<file path="config.mk">
export PLATFORM = sky130hd
export DESIGN_NAME = axil_csr_bank
export DESIGN_NICKNAME = d
export VERILOG_FILES = /design/src/rtl/axil_csr_bank.sv
export SDC_FILE = /design/constraint.sdc
export NUM_CORES = 1
export LEC_CHECK = 0
export ABC_AREA = 1
export BUFFER_PORTS_ARGS = -buffer_cell sky130_fd_sc_hd__buf_2
export CAP_MARGIN = 15
export CORE_MARGIN = 3
export CORE_UTILIZATION = 45
export CTS_CLUSTER_DIAMETER = 200
export CTS_CLUSTER_SIZE = 10
export DETAILED_ROUTE_END_ITERATION = 8
export HOLD_SLACK_MARGIN = 0.03
export PLACE_DENSITY_LB_ADDON = 0.25
export SETUP_SLACK_MARGIN = 0.02
export SYNTH_ARGS = -nofsm -noshare
export SYNTH_HDL_FRONTEND = slang
export SYNTH_SLANG_ARGS = --single-unit
</file>
<file path="constraint.sdc">
create_clock -name clk -period 3.35 [get_ports clk]
set_input_delay 0.1675 -clock clk [delete_from_list [all_inputs] [get_ports clk]]
set_output_delay 0.1675 -clock clk [all_outputs]
set_load 0.02 [all_outputs]
</file>
<file path="src/rtl/axil_csr_bank.sv">
// AXI4-Lite CSR bank: register 0 is COMMAND/STATUS with a start/busy/done/error
// handshake to the compute core; registers 1..NUM_REGS-1 are byte-strobed config words.
module axil_csr_bank #(
    parameter int NUM_REGS = 8,
    parameter int ADDR_W   = 12,
    parameter int DATA_W   = 32
) (
    input  logic                             clk,
    input  logic                             rst,
    input  logic [ADDR_W-1:0]                s_axi_awaddr,
    input  logic                             s_axi_awvalid,
    output logic                             s_axi_awready,
    input  logic [DATA_W-1:0]                s_axi_wdata,
    input  logic [DATA_W/8-1:0]              s_axi_wstrb,
    input  logic                             s_axi_wvalid,
    output logic                             s_axi_wready,
    output logic [1:0]                       s_axi_bresp,
    output logic                             s_axi_bvalid,
    input  logic                             s_axi_bready,
    input  logic [ADDR_W-1:0]                s_axi_araddr,
    input  logic                             s_axi_arvalid,
    output logic                             s_axi_arready,
    output logic [DATA_W-1:0]                s_axi_rdata,
    output logic [1:0]                       s_axi_rresp,
    output logic                             s_axi_rvalid,
    input  logic                             s_axi_rready,
    output logic                             cmd_start,
    input  logic                             core_done,
    output logic                             busy,
    output logic [(NUM_REGS-1)*DATA_W-1:0]   cfg_regs
);

    localparam int IDX_W = ADDR_W - 2;
    localparam int NB    = DATA_W / 8;
    localparam int CFG_W = (NUM_REGS - 1) * DATA_W;
    localparam logic [1:0] RESP_OKAY   = 2'b00;
    localparam logic [1:0] RESP_SLVERR = 2'b10;

    logic              aw_full_q, aw_full_d;
    logic [IDX_W-1:0]  aw_idx_q, aw_idx_d;
    logic              w_full_q, w_full_d;
    logic [DATA_W-1:0] w_data_q, w_data_d;
    logic [NB-1:0]     w_strb_q, w_strb_d;
    logic              bvalid_q, bvalid_d;
    logic [1:0]        bresp_q, bresp_d;
    logic              rvalid_q, rvalid_d;
    logic [DATA_W-1:0] rdata_q, rdata_d;
    logic [1:0]        rresp_q, rresp_d;
    logic [CFG_W-1:0]  cfg_q, cfg_d;
    logic              busy_q, busy_d;
    logic              done_q, done_d;
    logic              err_q, err_d;
    logic              cmd_start_q, cmd_start_d;

    logic              aw_hs, w_hs, ar_hs, commit;
    logic [IDX_W-1:0]  ar_idx;
    logic              unused_addr_bits;

    // Ready is forced low while reset is held so no handshake can land during reset.
    assign s_axi_awready = !rst && !aw_full_q && !bvalid_q;
    assign s_axi_wready  = !rst && !w_full_q && !bvalid_q;
    assign s_axi_arready = !rst && !rvalid_q;

    assign aw_hs  = s_axi_awvalid && s_axi_awready;
    assign w_hs   = s_axi_wvalid && s_axi_wready;
    assign ar_hs  = s_axi_arvalid && s_axi_arready;
    assign commit = aw_full_q && w_full_q;
    assign ar_idx = s_axi_araddr[ADDR_W-1:2];
    assign unused_addr_bits = ^{s_axi_awaddr[1:0], s_axi_araddr[1:0]};

    always_comb begin
        aw_full_d   = aw_full_q;
        aw_idx_d    = aw_idx_q;
        w_full_d    = w_full_q;
        w_data_d    = w_data_q;
        w_strb_d    = w_strb_q;
        bvalid_d    = bvalid_q;
        bresp_d     = bresp_q;
        rvalid_d    = rvalid_q;
        rdata_d     = rdata_q;
        rresp_d     = rresp_q;
        cfg_d       = cfg_q;
        busy_d      = busy_q;
        done_d      = done_q;
        err_d       = err_q;
        cmd_start_d = 1'b0;

        if (aw_hs) begin
            aw_full_d = 1'b1;
            aw_idx_d  = s_axi_awaddr[ADDR_W-1:2];
        end
        if (w_hs) begin
            w_full_d = 1'b1;
            w_data_d = s_axi_wdata;
            w_strb_d = s_axi_wstrb;
        end
        if (bvalid_q && s_axi_bready) begin
            bvalid_d = 1'b0;
        end

        if (commit) begin
            aw_full_d = 1'b0;
            w_full_d  = 1'b0;
            bvalid_d  = 1'b1;
            bresp_d   = (aw_idx_q < IDX_W'(NUM_REGS)) ? RESP_OKAY : RESP_SLVERR;
            if (aw_idx_q == '0 && w_strb_q[0]) begin
                if (w_data_q[0]) begin
                    if (busy_q) begin
                        err_d = 1'b1;
                    end else begin
                        cmd_start_d = 1'b1;
                        busy_d      = 1'b1;
                        done_d      = 1'b0;
                    end
                end else begin
                    done_d = 1'b0;
                    err_d  = 1'b0;
                end
            end
            for (int k = 1; k < NUM_REGS; k++) begin
                if (aw_idx_q == IDX_W'(k)) begin
                    for (int b = 0; b < NB; b++) begin
                        if (w_strb_q[b]) begin
                            cfg_d[(k-1)*DATA_W + b*8 +: 8] = w_data_q[b*8 +: 8];
                        end
                    end
                end
            end
        end

        // Completion is applied after any command write so done wins over a clear.
        if (core_done && busy_q) begin
            busy_d = 1'b0;
            done_d = 1'b1;
        end

        if (rvalid_q && s_axi_rready) begin
            rvalid_d = 1'b0;
        end
        if (ar_hs) begin
            rvalid_d = 1'b1;
            rdata_d  = '0;
            rresp_d  = RESP_SLVERR;
            if (ar_idx == '0) begin
                rdata_d = {{(DATA_W-3){1'b0}}, err_q, busy_q, done_q};
                rresp_d = RESP_OKAY;
            end
            for (int k = 1; k < NUM_REGS; k++) begin
                if (ar_idx == IDX_W'(k)) begin
                    rdata_d = cfg_q[(k-1)*DATA_W +: DATA_W];
                    rresp_d = RESP_OKAY;
                end
            end
        end
    end

    always_ff @(posedge clk) begin
        if (rst) begin
            aw_full_q   <= 1'b0;
            aw_idx_q    <= '0;
            w_full_q    <= 1'b0;
            w_data_q    <= '0;
            w_strb_q    <= '0;
            bvalid_q    <= 1'b0;
            bresp_q     <= '0;
            rvalid_q    <= 1'b0;
            rdata_q     <= '0;
            rresp_q     <= '0;
            cfg_q       <= '0;
            busy_q      <= 1'b0;
            done_q      <= 1'b0;
            err_q       <= 1'b0;
            cmd_start_q <= 1'b0;
        end else begin
            aw_full_q   <= aw_full_d;
            aw_idx_q    <= aw_idx_d;
            w_full_q    <= w_full_d;
            w_data_q    <= w_data_d;
            w_strb_q    <= w_strb_d;
            bvalid_q    <= bvalid_d;
            bresp_q     <= bresp_d;
            rvalid_q    <= rvalid_d;
            rdata_q     <= rdata_d;
            rresp_q     <= rresp_d;
            cfg_q       <= cfg_d;
            busy_q      <= busy_d;
            done_q      <= done_d;
            err_q       <= err_d;
            cmd_start_q <= cmd_start_d;
        end
    end

    assign s_axi_bvalid = bvalid_q;
    assign s_axi_bresp  = bresp_q;
    assign s_axi_rvalid = rvalid_q;
    assign s_axi_rdata  = rdata_q;
    assign s_axi_rresp  = rresp_q;
    assign cmd_start    = cmd_start_q;
    assign busy         = busy_q;
    assign cfg_regs     = cfg_q;

endmodule
</file>
# After elaboration in Yosys (flattened, before gate mapping)
# Cells that the tools add are included.
[totals]
ff_bits = 314
in_bits = 68
output_inout_bits = 267
elab_cells = 149
[classes]
n_lt_le_gt_ge = 1
eq_ne = 16
muxes = 29
n_bitwise = 3
n_reduce_logical = 58
[op_table]
columns = ["operator", "n"]
rows = [
  ["$mux W32", 7],
  ["$reduce_and A3 Y1", 31],
  ["$eq A10 B3 Y1 const B", 8],
  ["$eq A10 B2 Y1 const B", 4],
  ["$eq A10 B1 Y1 const B", 2],
  ["$logic_not A10 Y1", 2],
  ["$mux W2", 9],
  ["$logic_and A1 B1 Y1", 13],
  ["$mux W1", 12],
  ["$lt A10 B4 Y1 const B", 1],
  ["$reduce_bool A2 Y1", 4],
  ["$logic_not A1 Y1", 5],
  ["$reduce_or A2 Y1", 2],
  ["$reduce_or A4 Y1", 1],
  ["$mux W3", 1],
  ["$ne A3 B2 Y1 const B", 1],
  ["$not A1 Y1", 3],
  ["$ne A2 B1 Y1 const B", 1],
]

# Longest topological paths before layout
# Gate-level depths: netlist of the first run.
[logic_depth]
depth_word = 9
depth_mapped = 13
depth_no_buf = 12

# Least setup slack after synthesis of the first run
# No wires, ideal clock.
[synth_timing]
kind = "register -> register"
start = "register bvalid_q, in the netlist s_axi_bvalid"
end = "register w_data_q[28]"
setup_time_ns = 0.128
arrival_ns = 1.703
required_time_ns = 3.222
setup_slack_ns = 1.519
path_stages_with_launch = 6
n_path_buf = 1
cell_sequence = "dfxtp_1 nor3_1 nand2_1 clkbuf_1 o21ai_0 a21oi_1"
[synth_via]
elab_chain_cells = 3
[synth_rtl]
columns = ["element", "line_no", "text"]
rows = [
  ["start, declared", "44", "logic bvalid_q, bvalid_d;"],
  ["start signal, assigned", "180", "bvalid_q <= bvalid_d;"],
  ["$logic_not A1 Y1", "61", "assign s_axi_wready = !rst && !w_full_q && !bvalid_q;"],
  ["$logic_and A1 B1 Y1", "61", ""],
  ["net s_axi_wready", "16", "output logic s_axi_wready,"],
  ["$logic_and A1 B1 Y1", "65", "assign w_hs = s_axi_wvalid && s_axi_wready;"],
  ["end signal, assigned", "178", "w_data_q <= w_data_d;"],
  ["end, declared", "42", "logic [DATA_W-1:0] w_data_q, w_data_d;"],
]
# The timed path passes the listed nets, and every way through them passes these cells.
# A chain may end at the register's enable or synchronous reset.

# Final worst setup path of the first run
[layout_timing]
start = "register aw_idx_q[4]"
end = "register cfg_q[62], in the netlist cfg_regs[62]"
[layout_via]
elab_chain_cells = 2
[layout_rtl]
columns = ["element", "line_no", "text"]
rows = [
  ["start, declared", "40", "logic [IDX_W-1:0] aw_idx_q, aw_idx_d;"],
  ["start signal, assigned", "176", "aw_idx_q <= aw_idx_d;"],
  ["$eq A10 B2 Y1", "121", "if (aw_idx_q == IDX_W'(k)) begin"],
  ["$reduce_and A3 Y1 (no line)", "--", ""],
  ["end signal, assigned", "185", "cfg_q <= cfg_d;"],
  ["end, declared", "49", "logic [CFG_W-1:0] cfg_q, cfg_d;"],
]
# No other way between the ends.

==> impl_metrics.toml, run 1 <==
[die]
core_area_um2 = 27000
floorplan.io_pins = 335
die_w_um = 172
initial_core_utilization = 0.459
die_h_um = 172
rows = 60
floorplan.die_area_um2 = 29500

[synthesis]
ys_ff_latch = 312
synth.yosys.seq_area_share = 0.505
synth_warnings = 0
count_of_flip_flops_with_a_built_in_enable_after_synthesis = 0
yosys_most_used_dff = "sky130_fd_sc_hd__dfxtp_1"
avg_inst_size_synth_um2 = 7.93
yosys.area.top_type_share = 0.505
synth_async_sr_flop_share = 0
synth_area_um2 = 12400
netlist-cell-type-count = 29
synth.most_common_cell = "sky130_fd_sc_hd__a21oi_1"
netlist_top_cells_area = "sky130_fd_sc_hd__dfxtp_1 (51%), sky130_fd_sc_hd__a21oi_1 (14%), sky130_fd_sc_hd__o21ai_0 (11%), sky130_fd_sc_hd__nand2_1 (6.3%), sky130_fd_sc_hd__nand3_1 (3.3%)"
netlist_top_cells_count = "sky130_fd_sc_hd__a21oi_1 (348), sky130_fd_sc_hd__dfxtp_1 (312), sky130_fd_sc_hd__o21ai_0 (261)"
yosysTopAreaCell = "sky130_fd_sc_hd__dfxtp_1"
synthesis.instances = 1560

[clock_tree]
ctsResizeCount = 0
clock_root_buffer = "sky130_fd_sc_hd__clkbuf_16"
clock_input_transition_at_the_sequential_cells_of_the_worst_setup_and_hold_paths_ps = 50
clock_tree.buffer_depth = 3
cts-htree-levels = 2
clk_latency_ps = 500
cts_tree = "built"
numClockSinks = 312
post-cts-setup-buffer-count = 0
number_of_buffers_created_by_cts = 37
cts-hold-fix-buffers = 55

[timing]
rsz0062_at_grt = "false"
timing.final.crit_share = 0.666
finalWorstSetupSlack_ps = 1120
actual_slew_at_the_worst_max_slew_pin_ps = 945
relSlewSlack = 0.370
drv_slew = 0
fmaxAchievable_mhz = 448
post-route-min-period_ps = 2230
timing.final.hold_violations = 0
finalClockSkew_ps = 14.3
finalSetupViolCount = 0
setup_total_negative_slack_ps = 0
whs_ps = 200

[power_and_ir_drop]
worst_ir_drop_vdd_mv = 0.360
pwr_density_cell_nw_per_um2 = 487
power.static_leakage_nw = 6.79
total_power_mw = 7.57

[drt]
dr.first_iter.drc_count = 1045
route.final.wire_length_mm = 43.3
drc_violations = 0
detail_route.first_pass.iterations = 6
antenna_left = 0
wire_per_inst_um = 19.4
vias = 12500
post_drt_via_cell_ratio = 5.59

[grt]
grt_pass1_wl_mm = 65.1
globalRouteTotalUtil = 0.278
grt_overflow = 0
grt_start_max_net_pins = 149
initial_antenna_violation_count = 2
via_count_of_the_first_global_routing_pass = 11700

[worst_setup_path]
endpoint_kind = "register"
depth_of_the_worst_register_to_register_path = 7
critPathLaunchType = "register"
critPathRequiredTime_ps = 3780
worstPathMaxFanout = 16
path_class = "reg2reg"
worstPathArrival_ps = 2660

[placed_design]
detailedPlacementHpwl_mm = 29.0
placed_cells_incl_taps = 2142
place.port_buffers = 328
dp_slack_ps = 933
detailed_place.area_um2 = 14100
routabilityCongestion = 0.896

[outcome]
outcome = "finished, final reports clean"

[min_path]
hold_path_depth = 2
hold_path_class = "in2reg"

[finish]
layout.core_utilization = 0.577
final_area_um2 = 15500
final_cells = 2236
final_layout_size_suffix_gt1_frac = 0.235
finalNetCount = 1963
syn_to_final_growth_pct = 25.7

[run]
max_cap_violations = 0
==> final cells by class <==
| cell class | instances | area, um^2 |
|---|---|---|
| Fill cell | 2454 | 11400 |
| Sequential cell | 312 | 6250 |
| Multi-Input combinational cell | 1065 | 5310 |
| Timing Repair Buffer | 398 | 2320 |
| Clock buffer | 37 | 926 |
| Tap cell | 341 | 427 |
| Inverter | 81 | 309 |
| Clock inverter | 1 | 8.76 |
| Antenna cell | 1 | 2.50 |
==> cells in the final DEF, fill, tap and decap left out, drive strengths merged <==
cell / count
a21oi: 348
and3: 1
buf: 343
clkbuf: 37
clkinv: 2
conb: 2
dfxtp: 312
diode: 1
dlygate4sd3: 55
inv: 80
nand2: 211
nand3: 82
nand3b: 2
nand4: 31
nor2: 80
nor3: 8
nor4: 2
o2111ai: 2
o21a: 1
o21ai: 272
o21bai: 1
or2: 22
==> power by group <==
part           internal [mW]  switching, mW  total (mW)
clock network           1.94           1.43        3.37
logic                  0.130          0.291       0.421
registers               3.76         0.0157        3.77
total                   5.83           1.74        7.57
==> state kept, by name (all words and copies together) (netlist names) <==
name / flops
cfg_regs: 224
aw_idx_q: 10
w_full_q: 1
s_axi_rdata: 32
done_q: 1
w_data_q: 32
aw_full_q: 1
w_strb_q: 4
s_axi_bvalid: 1
busy: 1
err_q: 1
s_axi_rvalid: 1
s_axi_bresp: 1
cmd_start: 1
s_axi_rresp: 1
==> per-layer routing <==
metal | global-route usage | share of wire | up-vias
met5 | 0 | 0.00030 | -
met4 | 0.0816 | 0.027 | 2
met3 | 0.0641 | 0.085 | 86
met2 | 0.460 | 0.46 | 564
met1 | 0.366 | 0.43 | 5834
li1 | - | - | 6006
==> path summary, 6_finish.rpt <==
| kind | startpoint | end | slack [ps] |
|---|---|---|---|
| setup / recovery | aw_idx_q[4] | cfg_regs[62] | 1120 |
| hold / removal | rst | s_axi_rdata[28] | 200 |
| setup reg to reg | aw_idx_q[4] | cfg_regs[62] | 1120 |
| hold reg to reg | w_strb_q[0] | w_strb_q[0] | 460 |
==> cells by family after synthesis <==
kind of cell,Yosys count,share of synthesized area
other cells,1,0.000303
buf+inv,184,0.0683
compound gates,624,0.254
simple gates,439,0.173
flops,312,0.505
==> worst max-delay path, stage by stage, from the launching register on <==
cell and delay, ps:
sky130_fd_sc_hd__dfxtp_1 310, sky130_fd_sc_hd__nor2_1 190, sky130_fd_sc_hd__nand2_1 140, sky130_fd_sc_hd__nor2_2 140
sky130_fd_sc_hd__nand3_1 390, sky130_fd_sc_hd__nor2_2 650, sky130_fd_sc_hd__o21ai_0 170, sky130_fd_sc_hd__a21oi_1 170
Power figures use the tool's default switching activity.
==> run 2: changes to the inputs <==
- clock period: 3.35 -> 2.1 ns (I/O delays scaled with it)
==> impl_metrics.toml, run 2 (synthesis results as in run 1) <==
[timing]
setup_total_negative_slack_ps = 0
whs_ps = 127
finalClockSkew_ps = 20.3
fmaxAchievable_mhz = 538
drv_slew = 0
rsz0062_at_grt = "false"
finalSetupViolCount = 0
relSlewSlack = 0.597
post-route-min-period_ps = 1860
actual_slew_at_the_worst_max_slew_pin_ps = 600
timing.final.crit_share = 0.886
timing.final.hold_violations = 0

[clock_tree]
cts_tree = "built"
clock_tree.buffer_depth = 3
clock_input_transition_at_the_sequential_cells_of_the_worst_setup_and_hold_paths_ps = 60
clock_root_buffer = "sky130_fd_sc_hd__clkbuf_16"
cts-htree-levels = 2
clk_latency_ps = 510
number_of_buffers_created_by_cts = 37
ctsResizeCount = 0
numClockSinks = 312

[power_and_ir_drop]
power.sequential.fraction = 0.489
comb_power_share = 0.057
swShare = 0.229
worst_ir_drop_vdd_mv = 0.538
power.static_leakage_nw = 6.99
internal-power_mw = 9.48
clkPwrFrac = 0.454
pwr_density_cell_nw_per_um2 = 773
net-switching-power_mw = 2.81

[finish]
final_area_um2 = 15900
layout.core_utilization = 0.590
syn_to_final_growth_pct = 28.6
ff_latch_area_um2 = 6250
mostFrequentLayoutCell = "sky130_fd_sc_hd__a21oi_1"
finalNetCount = 1991
final_cell_mix = "sky130_fd_sc_hd__a21oi_1 (348), sky130_fd_sc_hd__buf_2 (328), sky130_fd_sc_hd__dfxtp_1 (312)"
largest_register_ffs = 224
fillCellCount = 2480
multi_input_logic_area_um2 = 5310
final_layout_size_suffix_gt1_frac = 0.247
final_cells = 2268

[run]
max_cap_violations = 0

[grt]
groute.layer.met2.usage = 0.473
groute.layer.met1.usage = 0.368
grt_busiest_layer = "met2"
grt_use_met3 = 0.0611
globalRouteTotalUtil = 0.282
initial_antenna_violation_count = 3
grt_pass1_wl_mm = 65.7
via_count_of_the_first_global_routing_pass = 11800
grt_overflow = 0
grt_start_max_net_pins = 66

[min_path]
hold_path_depth = 4
hold_path_class = "in2reg"

[drt]
antenna_left = 0
detail_route.first_pass.iterations = 5
dr.first_iter.drc_count = 1124
vias = 12600
post_drt_via_cell_ratio = 5.55
wire_per_inst_um = 19.3
drc_violations = 0
route.final.wire_length_mm = 43.8

[placed_design]
detailedPlacementHpwl_mm = 29.9
place.port_buffers = 328
routabilityCongestion = 0.896
detailed_place.area_um2 = 14300
placed_cells_incl_taps = 2169

[worst_setup_path]
worstPathMaxFanout = 16
critical_path.max_stage_delay_ps = 350
endpoint_kind = "register"
path_class = "reg2reg"
cp_num_cells = 8
worstPathArrival_ps = 2300
crit_chain = "nor2_1 > nand2_1 > nor2_2 > nand3_1 > nor2_2 > buf_4 > o21ai_0 > a21oi_1"
critPathRequiredTime_ps = 2540
path_delay_family = "simple AND/OR/NAND/NOR gates"
worstPathBufferInverterCount = 1
depth_of_the_worst_register_to_register_path = 8
critPathLaunchType = "register"
path_common_cell = "sky130_fd_sc_hd__nor2_2"
critPathSlowestCell = "sky130_fd_sc_hd__nand3_1"

[die]
floorplan.die_area_um2 = 29500
die_w_um = 172
die_h_um = 172
rows = 60
core_area_um2 = 27000
initial_core_utilization = 0.459
floorplan.io_pins = 335

[outcome]
outcome = "finished, final reports clean"
## run 2: routing by layer
| layer | up-vias | routed length (um) | part of all wire |
|---|---|---|---|
| met5 | - | 13 | 0.00030 |
| met4 | 2 | 1090 | 0.025 |
| met3 | 72 | 3310 | 0.076 |
| met2 | 509 | 20600 | 0.47 |
| met1 | 5940 | 18800 | 0.43 |
| li1 | 6062 | - | - |
## run 2: through the flow
stage                     setup slack [ps]  total power, mW
final                                  240             12.3
after global routing                  34.0             12.7
after CTS                              255             12.4
after detailed placement               240             6.74
after global placement                 276             6.73
after floorplan                        269             6.49
## run 2: repair_timing
item                       CTS  global route
buffers inserted             0             1
setup endpoints to repair    0             1
hold endpoints to repair    50             0
hold buffers                55             0
## run 2: power groups by stage
| stage | combinational [mW] | sequential [mW] | clock (mW) |
|---|---|---|---|
| 3_5_place_dp | 0.601 | 6.14 | 0 |
| 3_3_place_gp | 0.592 | 6.14 | 0 |
| 4_1_cts | 0.682 | 6.02 | 5.66 |
| 5_1_grt | 0.754 | 6.02 | 5.91 |
| 6_report | 0.697 | 6.02 | 5.58 |
| 2_1_floorplan | 0.346 | 6.15 | 0 |
## run 2: final cells by class
cell class                 count  share of cell area
clock buffer                  39              0.0614
multi-input combinational   1065               0.334
antenna                        2            0.000315
inverter                      81              0.0194
clock inverter                 2             0.00110
sequential                   312               0.393
tap                          341              0.0268
timing repair buffer         426               0.164
## run 2: worst paths after layout
path,from,to,slack [ps]
worst max-delay path,aw_idx_q[4],cfg_regs[175],240
worst min-delay path,s_axi_arvalid,s_axi_rresp[1],130
worst max register to register,aw_idx_q[4],cfg_regs[175],240
worst min register to register,w_strb_q[0],w_strb_q[0],450
## run 2: worst reg2reg max path: cells and delay by family (launching register included)
| family | cells | cell delay [ps] |
|---|---|---|
| AOI/OAI and AO/OA | 2 | 250 |
| and+or+nand+nor | 5 | 1010 |
| DFF | 1 | 310 |
| buffers and inverters | 1 | 220 |
==> run 3: changes to the inputs <==
- ABC_AREA: 1 -> unset
==> impl_metrics.toml, run 3 <==
[die]
die_h_um = 179
floorplan.io_pins = 335
die_w_um = 179
rows = 62
floorplan.die_area_um2 = 32000
core_area_um2 = 29100
initial_core_utilization = 0.462

[worst_setup_path]
timing.reg2reg.setup_slack_ps = 100
critical_path.max_stage_delay_ps = 530
r2r_end = "s_axi_rdata[24]"
depth_of_the_worst_register_to_register_path = 4
worstPathBufferInverterCount = 0
critPathRequiredTime_ps = 2520
worstPathMaxFanout = 29
path_class = "reg2reg"
endpoint_kind = "register"
launching_instance_or_port_of_the_critical_path = "s_axi_rvalid"
critPathSlowestCell = "sky130_fd_sc_hd__or3_4"
crit_chain = "or3b_2 > or3_4 > or3_1 > a21oi_1"
critical_path.reg2reg.startpoint = "s_axi_rvalid"
worstPathArrival_ps = 2420
path_delay_family = "simple AND/OR/NAND/NOR gates"
critPathLaunchType = "register"

[drt]
wire_per_inst_um = 21.2
post_drt_via_cell_ratio = 5.66
route.final.wire_length_mm = 45.8
detail_route.first_pass.iterations = 5
dr.first_iter.drc_count = 1087
antenna_left = 0
drc_violations = 0
vias = 12200

[min_path]
hold_path_depth = 3
hold_path_class = "in2reg"
hold_start = "s_axi_arvalid"
hold_end = "s_axi_rdata[29]"

[grt]
grt_pass1_wl_mm = 68.5
via_count_of_the_first_global_routing_pass = 11900
grt_start_max_net_pins = 173
grt_overflow = 0
initial_antenna_violation_count = 1
globalRouteTotalUtil = 0.275

[power_and_ir_drop]
power.static_leakage_nw = 8.97
pwr_density_cell_nw_per_um2 = 721
worst_ir_drop_vdd_mv = 0.464

[timing]
relSlewSlack = 0.409
finalClockSkew_ps = 10.4
drv_slew = 0
timing.final.hold_violations = 0
finalSetupViolCount = 0
fmaxAchievable_mhz = 500
setup_total_negative_slack_ps = 0
finalWorstSetupSlack_ps = 98.1
post-route-min-period_ps = 2000
timing.final.crit_share = 0.953
rsz0062_at_grt = "false"
actual_slew_at_the_worst_max_slew_pin_ps = 886

[synthesis]
netlist-cell-type-count = 48
yosysTopAreaCell = "sky130_fd_sc_hd__dfxtp_1"
netlist_top_cells_count = "sky130_fd_sc_hd__dfxtp_1 (312), sky130_fd_sc_hd__mux2i_1 (232), sky130_fd_sc_hd__nor2_1 (231)"
avg_inst_size_synth_um2 = 9.47
ys_ff_latch = 312
yosys_most_used_dff = "sky130_fd_sc_hd__dfxtp_1"
synth.yosys.seq_area_share = 0.464
synthesis.instances = 1420
count_of_flip_flops_with_a_built_in_enable_after_synthesis = 0
synth_async_sr_flop_share = 0
synth_warnings = 0
netlist_top_cells_area = "sky130_fd_sc_hd__dfxtp_1 (46%), sky130_fd_sc_hd__mux2i_1 (17%), sky130_fd_sc_hd__nor2_1 (6.4%), sky130_fd_sc_hd__mux2_2 (4.6%), sky130_fd_sc_hd__a221oi_1 (3.6%)"
synth_area_um2 = 13500
yosys.area.top_type_share = 0.464
synth.most_common_cell = "sky130_fd_sc_hd__dfxtp_1"

[clock_tree]
clock_root_buffer = "sky130_fd_sc_hd__clkbuf_16"
clock_tree.buffer_depth = 3
numClockSinks = 312
post-cts-setup-buffer-count = 0
cts-htree-levels = 2
clock_input_transition_at_the_sequential_cells_of_the_worst_setup_and_hold_paths_ps = 50
cts_tree = "built"
number_of_buffers_created_by_cts = 37
clk_latency_ps = 500

[placed_design]
detailed_place.area_um2 = 15700
detailedPlacementHpwl_mm = 31.5
place.port_buffers = 328
dp_slack_ps = 52.9
placed_cells_incl_taps = 2066
routabilityCongestion = 0.845

[finish]
fillCellCount = 2530
multi_input_logic_area_um2 = 6680
largest_register_ffs = 224
final_cell_mix = "sky130_fd_sc_hd__buf_2 (325), sky130_fd_sc_hd__dfxtp_1 (311), sky130_fd_sc_hd__mux2i_1 (232)"
syn_to_final_growth_pct = 28.2
ff_latch_area_um2 = 6250
final_area_um2 = 17300
final_layout_size_suffix_gt1_frac = 0.293
finalNetCount = 1840
final_cells = 2160
mostFrequentLayoutCell = "sky130_fd_sc_hd__buf_2"

[outcome]
outcome = "finished, final reports clean"

[run]
max_cap_violations = 0
[run 3: report_power, final]
part / internal, mW / leakage (nW) / switching (mW) / total, mW
Clock: 3.26 / 0.490 / 2.30 / 5.57
Sequential: 5.98 / 2.52 / 0.0995 / 6.07
Combinational: 0.298 / 5.96 / 0.491 / 0.789
[run 3: layout make-up]
class,instances,area share
multi-input cells,965,0.387
diodes,2,0.000290
well taps,384,0.0279
flip-flops and latches,312,0.362
clock buffers,39,0.0566
inverters,4,0.000870
clock inverters,2,0.00102
repair buffers,452,0.164
[run 3: worst min-delay path, stage by stage]
cell	delay (ps)
sky130_fd_sc_hd__buf_2	110
sky130_fd_sc_hd__nor2b_1	170
sky130_fd_sc_hd__a21oi_1	120
[run 3: cells by family after synthesis]
| kind of cell | share of synthesized area |
|---|---|
| multiplexers | 0.224 |
| other | 0.000279 |
| AO/OA/AOI/OAI | 0.110 |
| buffers and inverters | 0.0430 |
| AND/OR/NAND/NOR | 0.158 |
| flip-flops | 0.464 |
[run 3: layer usage]
layer / track usage / routed length, um / up-vias
met5: 0 / 0 / -
met4: 0.0945 / 1340 / 0
met3: 0.0712 / 4070 / 89
met2: 0.445 / 21400 / 517
met1: 0.357 / 19000 / 5918
li1: - / - / 5705
[run 3: worst max-delay path by stage]
stage,depth (start not counted),slack [ps],endpoint
after floorplan,7,40,s_axi_rdata[11]
after global placement,6,110,s_axi_rdata[26]
after detailed placement,5,50,s_axi_rdata[24]
after CTS,6,40,s_axi_rdata[24]
after global routing,5,30,cfg_regs[47]
final,4,100,s_axi_rdata[24]
[run 3: stage by stage]
stage / hold slack, ps / power, mW / utilization
floorplan: 198 / 6.59 / -
finish: 43.6 / 12.4 / 0.593
CTS: 36.7 / 12.5 / 0.592
detailed placement: 314 / 6.90 / 0.541
global route: 65.6 / 12.8 / 0.593
global placement: 308 / 6.88 / 0.541
[run 3: what timing repair did]
action | in CTS | in global routing
endpoints found under the setup margin | 0 | 30
gates resized for setup | 0 | 4
endpoints found under the hold margin | 53 | 0
hold buffers | 51 | 0
